**src/rtl/counter_sequencer_pkg.sv**
```systemverilog
// rtl/counter_sequencer_pkg.sv - shared mode codes, state encoding and command type
package counter_sequencer_pkg;

  localparam logic [1:0] MODE_STOP    = 2'b00;
  localparam logic [1:0] MODE_INC_ONE = 2'b01;
  localparam logic [1:0] MODE_DEC_TWO = 2'b11;
  localparam logic [1:0] MODE_LOAD    = 2'b10;

  typedef enum logic {
    ST_IDLE = 1'b0,
    ST_EXEC = 1'b1
  } seq_state_t;

  typedef struct packed {
    logic [1:0] op;
    logic [3:0] arg;
  } cmd_t;

  // LOAD is a single-cycle command; the others repeat arg+1 times.
  function automatic logic [3:0] initial_remaining(input cmd_t c);
    return (c.op == MODE_LOAD) ? 4'd0 : c.arg;
  endfunction

endpackage

```
**src/rtl/cmd_fifo.sv**
```systemverilog
// rtl/cmd_fifo.sv - command FIFO with synchronous flush and occupancy level
module cmd_fifo
  import counter_sequencer_pkg::*;
#(
  parameter int DEPTH = 4
) (
  input  logic       clk,
  input  logic       async_reset,
  input  logic       flush,
  input  logic       push,
  input  cmd_t       push_data,
  input  logic       pop,
  output cmd_t       head,
  output logic       full,
  output logic       empty,
  output logic [3:0] level
);

  localparam int AW = (DEPTH > 1) ? $clog2(DEPTH) : 1;

  cmd_t           mem [DEPTH];
  logic [AW-1:0]  rd_ptr;
  logic [AW-1:0]  wr_ptr;
  logic [3:0]     count;
  logic           do_push;
  logic           do_pop;

  assign full    = (count == 4'(DEPTH));
  assign empty   = (count == 4'd0);
  assign level   = count;
  assign head    = mem[rd_ptr];
  assign do_push = push && !full;
  assign do_pop  = pop && !empty;

  // Depth is a power of two, so pointers wrap naturally.
  always_ff @(posedge clk or posedge async_reset) begin
    if (async_reset) begin
      rd_ptr <= '0;
      wr_ptr <= '0;
      count  <= 4'd0;
    end else if (flush) begin
      rd_ptr <= '0;
      wr_ptr <= '0;
      count  <= 4'd0;
    end else begin
      if (do_push) wr_ptr <= wr_ptr + 1'b1;
      if (do_pop)  rd_ptr <= rd_ptr + 1'b1;
      case ({do_push, do_pop})
        2'b10:   count <= count + 4'd1;
        2'b01:   count <= count - 4'd1;
        default: count <= count;
      endcase
    end
  end

  always_ff @(posedge clk) begin
    if (do_push && !flush) mem[wr_ptr] <= push_data;
  end

endmodule

```
**src/rtl/counter_sequencer.sv**
```systemverilog
// rtl/counter_sequencer.sv - queued command sequencer driving a mod-9 counter
module counter_sequencer
  import counter_sequencer_pkg::*;
#(
  parameter int FIFO_DEPTH = 4
) (
  input  logic       clk,
  input  logic       async_reset,
  input  logic       sync_reset,
  input  logic       cmd_valid,
  output logic       cmd_ready,
  input  logic [1:0] cmd_op,
  input  logic [3:0] cmd_arg,
  input  logic       pause,
  output logic [1:0] mode,
  output logic [3:0] load_val,
  output logic       busy,
  output logic       done,
  output logic [3:0] fifo_level
);

  seq_state_t state_q, state_d;
  logic [1:0] op_q, op_d;
  logic [3:0] arg_q, arg_d;
  logic [3:0] rem_q, rem_d;
  logic       ran_q, ran_d;
  logic [1:0] mode_d;
  logic [3:0] load_d;
  logic       busy_d;
  logic       done_d;
  logic       start;
  logic       fifo_full;
  logic       fifo_empty;
  cmd_t       head;
  cmd_t       push_data;

  assign cmd_ready = !fifo_full;
  assign push_data = '{op: cmd_op, arg: cmd_arg};

  cmd_fifo #(
    .DEPTH(FIFO_DEPTH)
  ) u_fifo (
    .clk        (clk),
    .async_reset(async_reset),
    .flush      (sync_reset),
    .push       (cmd_valid),
    .push_data  (push_data),
    .pop        (start),
    .head       (head),
    .full       (fifo_full),
    .empty      (fifo_empty),
    .level      (fifo_level)
  );

  // ran_q marks a cycle that actually executed; paused cycles make no progress.
  always_comb begin
    state_d = state_q;
    op_d    = op_q;
    arg_d   = arg_q;
    rem_d   = rem_q;
    start   = 1'b0;
    done_d  = 1'b0;

    case (state_q)
      ST_IDLE: start = !fifo_empty && !pause;
      ST_EXEC: begin
        if (ran_q) begin
          if (rem_q == 4'd0) begin
            done_d = 1'b1;
            if (!fifo_empty && !pause) start   = 1'b1;
            else                       state_d = ST_IDLE;
          end else begin
            rem_d = rem_q - 4'd1;
          end
        end
      end
    endcase

    if (start) begin
      state_d = ST_EXEC;
      op_d    = head.op;
      arg_d   = head.arg;
      rem_d   = initial_remaining(head);
    end

    ran_d  = (state_d == ST_EXEC) && !pause;
    busy_d = (state_d == ST_EXEC);
    mode_d = ran_d ? op_d : MODE_STOP;
    load_d = (ran_d && op_d == MODE_LOAD) ? arg_d : 4'd0;

    if (sync_reset) begin
      state_d = ST_IDLE;
      op_d    = MODE_STOP;
      arg_d   = 4'd0;
      rem_d   = 4'd0;
      ran_d   = 1'b0;
      busy_d  = 1'b0;
      mode_d  = MODE_STOP;
      load_d  = 4'd0;
      done_d  = 1'b0;
      start   = 1'b0;
    end
  end

  always_ff @(posedge clk or posedge async_reset) begin
    if (async_reset) begin
      state_q  <= ST_IDLE;
      op_q     <= MODE_STOP;
      arg_q    <= 4'd0;
      rem_q    <= 4'd0;
      ran_q    <= 1'b0;
      mode     <= MODE_STOP;
      load_val <= 4'd0;
      busy     <= 1'b0;
      done     <= 1'b0;
    end else begin
      state_q  <= state_d;
      op_q     <= op_d;
      arg_q    <= arg_d;
      rem_q    <= rem_d;
      ran_q    <= ran_d;
      mode     <= mode_d;
      load_val <= load_d;
      busy     <= busy_d;
      done     <= done_d;
    end
  end

endmodule
```
**config.mk**
```make
export PLATFORM = sky130hd
export DESIGN_NAME = counter_sequencer
export DESIGN_NICKNAME = d
export VERILOG_FILES = /design/src/rtl/counter_sequencer_pkg.sv /design/src/rtl/cmd_fifo.sv /design/src/rtl/counter_sequencer.sv
export SDC_FILE = /design/constraint.sdc
export NUM_CORES = 1
export LEC_CHECK = 0
export BUFFER_PORTS_ARGS = -buffer_cell sky130_fd_sc_hd__buf_4
export CAP_MARGIN = 0
export CORE_ASPECT_RATIO = 0.8
export CORE_MARGIN = 2
export CORE_UTILIZATION = 50
export DETAILED_ROUTE_END_ITERATION = 8
export PLACE_DENSITY = 0.69
export RECOVER_POWER = 25
export SKIP_LAST_GASP = 1
export SYNTH_ARGS = -nofsm -noshare
export SYNTH_HDL_FRONTEND = slang
export SYNTH_SLANG_ARGS = --single-unit
export TNS_END_PERCENT = 30
```
**constraint.sdc**
```tcl
create_clock -name clk -period 2.9 [get_ports clk]
set_input_delay 0.58 -clock clk [delete_from_list [all_inputs] [get_ports clk]]
set_output_delay 0.58 -clock clk [all_outputs]
set_load 0.01 [all_outputs]
```
# Word level (Yosys, flattened, before mapping)
# Memories as Yosys holds them, arrays and structs flattened.
# Cells that the tools add are included.
# word_totals
in_bits,11
mem_bits_rw,24
romBits,0
latch_bits,0
mem_count,1
regBits,27
output_inout_bits,13
# op_classes
div,0
n_eq_ne,6
n_addsub,5
multipliers,0
reduce_logical,18
shift,0
order_cmp,0
muxes,37
bitwise,1
# memory_table
name,depth,word_bits,read_ports,rd_ports_with_merged_regs,wr,line_no,source
u_fifo.mem,4,6,1,0,1,cmd_fifo.sv:21,cmd_t mem [DEPTH];
# op_table
cell,n
4-bit two-way mux,11
1-bit two-way mux,16
2-bit two-way mux,8
3-bit nonzero test,3
4-bit logical NOT,2
4-bit case mux with 2 select lines,1
4-bit by 1-bit subtractor with 4-bit output (second input constant),2
2-bit == test (second input constant),3
1-bit logical AND,6
2-bit by 1-bit adder with 2-bit output (second input constant),2
4-bit by 1-bit adder with 4-bit output (second input constant),1
4-bit by 3-bit == test with 1-bit output (second input constant),1
1-bit logical NOT,4
2-bit nonzero test,2
3-bit by 2-bit inequality test with 1-bit output (second input constant),1
3-bit AND reduction,1
2-bit by 1-bit == test with 1-bit output (second input constant),1
1-bit case mux with 2 select lines,1
1-bit inverter,1

# Longest topological paths before layout
# logic_depth
word_depth,12
mapped_depth,12
mapped_depth_nobuf,11

# Hierarchy
# Synthesis repeated with hierarchy kept, for this count alone.
# unflattened
hier_cells,174
hier_area_um2,2394.8
# modules_own_cells
module,seq_area_each_um2,area_per_inst_um2,instances,cells_each
cmd_fifo,920.9,1482.7,1,94
counter_sequencer,475.5,912.1,1,80

# Worst setup path after synthesis
# No wires, ideal clock.
# synth_timing
path_kind,flip-flop to flip-flop
from,register rem_q[0]
to,register u_fifo.count[3] (netlist: u_fifo.level[3])
path_stages_with_launch,13
path_buffers,1
slack_ps,471
setup_time_ps,140
arrival_time_ps,2289
required_ps,2760
synth_period_minus_slack_ps,2429
cell_sequence,dfrtp_1 -> inv_1 -> ha_1 -> nand4bb_4 -> a211oi_4 -> buf_6 -> nand2_1 -> nor2_2 -> ha_1 -> a31oi_1 -> or3_1 -> a21oi_1 -> nor3b_2
# synth_via
elab_chain_len,9
word_cells_on_any_way,11
classes_between,eq/ne (2); mux (6); reduce/logical (3)
# synth_lines
element,line_no,source
from (decl),counter_sequencer.sv:25,"logic [3:0] rem_q, rem_d;"
from (signal assigned),counter_sequencer.sv:120,rem_q <= rem_d;
4-bit logical NOT (*),counter_sequencer.sv:68,if (rem_q == 4'd0) begin
1-bit two-way mux (*),counter_sequencer.sv:68,
1-bit two-way mux (*),counter_sequencer.sv:67,if (ran_q) begin
1-bit case mux with 2 select lines (*),counter_sequencer.sv:64,case (state_q)
1-bit two-way mux (*),counter_sequencer.sv:91,if (sync_reset) begin
1-bit logical AND (*),cmd_fifo.sv:33,assign do_pop = pop && !empty;
2-bit by 1-bit == test with 1-bit output / 2-bit == test (equally long branches),cmd_fifo.sv:48,"case ({do_push, do_pop})"
4-bit case mux with 2 select lines,cmd_fifo.sv:48,
4-bit two-way mux,cmd_fifo.sv:41,end else if (flush) begin
to (signal assigned),cmd_fifo.sv:49,2'b10: count <= count + 4'd1;
to (signal assigned),cmd_fifo.sv:50,2'b01: count <= count - 4'd1;
to (signal assigned),cmd_fifo.sv:51,default: count <= count;
to (decl),cmd_fifo.sv:24,logic [3:0] count;
# Mark *: on every way between the ends. The rest lies on a longest branch, timed or not.
# A chain may end at the register's enable or synchronous reset.

# Worst setup path in the final report
# layout_timing
from,register u_fifo.count[0] (netlist: u_fifo.level[0])
to,register u_fifo.count[3] (netlist: u_fifo.level[3])
# layout_via
elab_chain_len,12
word_cells_on_any_way,19
classes_between,add/sub (2); eq/ne (3); mux (7); reduce/logical (7)
# layout_lines
element,line_no,source
4-bit logical NOT,cmd_fifo.sv:29,assign empty = (count == 4'd0);
1-bit logical NOT,"cmd_fifo.sv:33, counter_sequencer.sv:65, counter_sequencer.sv:70",
1-bit logical AND,"counter_sequencer.sv:65, counter_sequencer.sv:70",
1-bit two-way mux,counter_sequencer.sv:70,if (!fifo_empty && !pause) start = 1'b1;
1-bit two-way mux,counter_sequencer.sv:68,
1-bit two-way mux,counter_sequencer.sv:67,
1-bit case mux with 2 select lines,counter_sequencer.sv:64,
1-bit two-way mux,counter_sequencer.sv:91,
1-bit logical AND,cmd_fifo.sv:33,
2-bit by 1-bit == test with 1-bit output / 2-bit == test (equally long branches),cmd_fifo.sv:48,
4-bit case mux with 2 select lines,cmd_fifo.sv:48,
4-bit two-way mux,cmd_fifo.sv:41,
# Parallel ways exist; a longest one is shown, timed or not.

==> summary by stage <==
Clocking
Counting along the longest clock path gives a buffer depth of 2. In this run the number of H-tree levels came out at 2. The post-CTS setup-driven buffer insertion count is 0. TritonCTS built the clock tree. The root buffer cell chosen for the clock tree is clkbuf_8. The number of buffers added to fix hold violations after cts is 0.

The number of buffers created by CTS is 5. After clock tree synthesis, the clock-pin slew on the worst setup and hold paths is 0.10 ns. The number of clock sinks is 51.

In this run, post-CTS repair resized a total of 0 instances. The source-to-sink clock delay at the later pin of the worst-skew pair is about 0.31 ns.

Yosys
The fraction of the yosys area taken by sequential cells is ~60%. In the synthesized netlist the async set-or-reset flop fraction comes to a little over half. The number of enable-type register cells in the synthesized netlist is 24. The count of different cell masters after synthesis is 46. Of all cell types, the one taking the most synthesized area is edfxtp_1. The synthesized netlist devotes around a tenth of its cell area to compound gates. The Yosys step of the flow raised 0 warnings. The net count after synthesis is 187. The per-instance average area after synthesis is 13.8 um2. The simple-gate share of the synthesized area is ~14%. The portion of netlist area occupied by mux cells is 7.27%. After synthesis the netlist holds a flip-flop and latch count of ~50. After Yosys synthesis, full adders, half adders and majority gates account for under 10% of the synthesized area. The main combinational cell family by area after synthesis is simple AND/OR/NAND/NOR gates. The predominant post-synthesis flop cell is dfrtp_1. The share of Yosys cell area claimed by the top area cell type is a little under a third. The cell area after technology mapping is 2320 um2. The area share of xor/xnor cells in the synthesized design is ~2.3%. The synthesized instance count is 169. By area the synthesized netlist is led by edfxtp_1 31%, dfrtp_1 29%, mux4_2 5.8%.

Floorplan
The area of the core is about 4500 um2. The die height is between 60 and 70 um. From left edge to right edge, the die measures approximately 80 um. During I/O placement, the number of pins put on the boundary was 24. Once the floorplan was initialized, standard cells occupied roughly half of the core. The number of standard-cell rows in the floorplan is 22. The area enclosed by the die boundary is about 5200 um2.

Placed design
Buffers placed on the I/O ports in this run total 23. The estimated wirelength of the detail-placed design is ~2.9 mm. Routability-driven placement finished with a final weighted congestion of 0.835.

Drt
After detailed routing, the number of remaining DRC violations is 0. The first TritonRoute pass finished after 4 iterations. The number of DRC markers in iteration 0 is between 80 and 90.

The wire length per cell is between 15 and 20 um. The detailed-route vias per instance is approximately 5.5. Summed over all layers, the routed wires come to a little over 4 mm. Once detail routing completed, the nets flagged for antenna violations numbered 0. The number of vias after detailed routing is between 1000 and 1500.

Pwr
Dividing total power by cell area gives a power density of between 800 and 900 nW/um2. Summed over all cells, the static leakage comes to ~1.1 nW. The worst supply voltage drop on vdd is roughly 440 uV.

GRT
The via count of the first global-routing pass was 1451. The number of antenna violations at the first check in global routing is 0. The total overflow left after global routing is 0. Global routing used a little under a fifth of the available tracks across all layers. The largest net degree at the start of global routing is 28. The first global-routing pass estimated between 6 and 7 mm of wire.

Cells and area
The repair_antennas step left the layout with diodes totalling 0. Relative to the synthesized area, the layout overhead comes to 13.1%. The most common library cell in the layout ignoring fill and taps is dfrtp_1.

The share of the core filled with cells in the final layout is ~58%. The layout cell share with drive strength beyond 1 is between 20% and 30%. Fill cells in the final layout number 377.

The number of nets in the layout is 211. The top cell types in the final layout, fill and taps aside, are 27 x dfrtp_1, 24 x edfxtp_1, 17 x buf_4.

STA
Setup total negative slack on the finished layout was measured at 0 ns. In the finished design, the share of the clock period the worst path needs comes to between 80% and 90%. Clock skew on the completed layout was measured at 0.0109 ns. The count of endpoints failing hold in the final timing report is 0. Setup violations remaining at the end of the flow were counted as 0.

The number of max-slew violations in the final report is 0. After layout, the minimum clock period comes to about 2.4 ns. Setup repair after global routing left no endpoint under its margin. Timing would allow up to 420 MHz. The pin slew with the least headroom to its limit is 1.02 ns. Hold timing on the final database bottoms out at a slack of between 0.5 and 0.6 ns. The headroom to the max-slew limit is between 30 and 40%.

Critical path
The required time of the worst setup path is about 3.1 ns. The cell type of the slowest stage on the worst timing path is or4b_4. On the critical path the largest part of the delay comes from simple AND/OR/NAND/NOR gates. The longest individual stage delay on the worst path is approximately 0.60 ns. The worst path arrival time is around 2.6 ns.

In this run the worst path has a maximum fanout of 8. The sort of element at the end of the critical path is a flop. The worst setup path is launched from a flop. The sum of buffers and inverters on the critical path is 0. The critical path goes through or4b_4 -> nand2_4 -> nand2_1 -> nor2_2 -> ha_1 -> a31oi_1 -> or3_1 -> a21oi_1 -> nor3b_2. The category of the most critical setup path is reg2reg.

Outcome
The run finished with clean final reports.

Worst hold path
In this run the worst hold path is classified as in2async.

Job
The number of max-capacitance violations reported is 0.
[cell usage after synthesis, types with 2 or more instances]
cell type  instances
inv_1              9
nand2b_1           5
and2_1             5
ha_1               7
buf_1              2
nor2_1            13
a211oi_2           4
nand3_1            3
a21oi_1            7
dfrtp_1           27
a21o_1             2
buf_6              2
edfxtp_1          24
o21ai_1            5
a32o_1             3
xnor2_1            3
mux2i_1            2
nand2_1           10
mux4_2             6
xor2_1             3
clkbuf_1           2
[sequential cells by signal, summed over array words and instances, names as in the netlist]
register and cells:
done 1, u_fifo.mem 24, u_fifo.level 4, load_val 4, state_q 1, op_q 2
arg_q 4, mode 2, u_fifo.rd_ptr 2, rem_q 4, u_fifo.wr_ptr 2, ran_q 1
[report_power, final]
part           leakage (nW)  switching, W  internal (W)
registers             0.585      0.000143      0.000875
clock network        0.0587      0.000244      0.000262
logic                 0.420      0.000428      0.000391
total                  1.06      0.000815       0.00153
[per-layer routing]
| metal | global-route usage [%] | up-vias | share of wire [%] |
|---|---|---|---|
| met3 | 4.60 | 9 | 5.5 |
| met1 | 23.6 | 692 | 45 |
| li1 | - | 656 | - |
| met2 | 27.9 | 45 | 47 |
| met4 | 9.11 | 0 | 2.0 |
| met5 | 0 | - | 0 |
[path summary, 6_finish.rpt]
kind,startpoint,endpoint,slack [ns],cells after the start
max,u_fifo.level[0],u_fifo.level[3],0.52,9
min,async_reset,u_fifo.rd_ptr[0],0.51,2
max reg2reg,u_fifo.level[0],u_fifo.level[3],0.52,9
min reg2reg,rem_q[3],done,0.55,1
max in group asynchronous,async_reset,arg_q[1],1.77,2
min in group clk,cmd_arg[1],u_fifo.mem[2][1],0.53,1
[worst reg2reg max path, cell delays in order, from the launching register on]
cell and delay (ns):
dfrtp_1 0.47, or4b_4 0.60, nand2_4 0.14, nand2_1 0.07, nor2_2 0.13, ha_1 0.20, a31oi_1 0.08, or3_1 0.34
a21oi_1 0.17, nor3b_2 0.06
[through the flow]
| step | instance area (um2) | setup slack [ns] | power [W] | std cells |
|---|---|---|---|---|
| after CTS | 2650 | 0.512 | 0.00236 | 254 |
| after detailed placement | 2530 | 0.529 | 0.00185 | 246 |
| after global placement | 2530 | 0.610 | 0.00182 | 246 |
| after floorplan | 2320 | 0.471 | 0.00166 | 169 |
| after global routing | 2630 | 0.443 | 0.00249 | 254 |
| final | 2630 | 0.519 | 0.00234 | 254 |
[cells by family (layout without fill, tap and decap cells)]
logic type	Yosys count	after routing
flops	51	51
xor+xnor	6	6
compound gates	28	28
mux	9	9
buf+inv	16	41
fa+ha+maj	7	7
simple gates	52	52
[layout make-up]
| cell class | count | area [um2] | share of cell area [%] |
|---|---|---|---|
| tap | 60 | 75.1 | 2.86 |
| multi-input combinational | 102 | 850 | 32.3 |
| inverter | 9 | 33.8 | 1.29 |
| sequential | 51 | 1400 | 53.1 |
| clock buffer | 5 | 68.8 | 2.62 |
| timing repair buffer | 24 | 158 | 6.00 |
| clock inverter | 3 | 47.5 | 1.81 |
No activity file was read; power rests on OpenSTA's default activity.
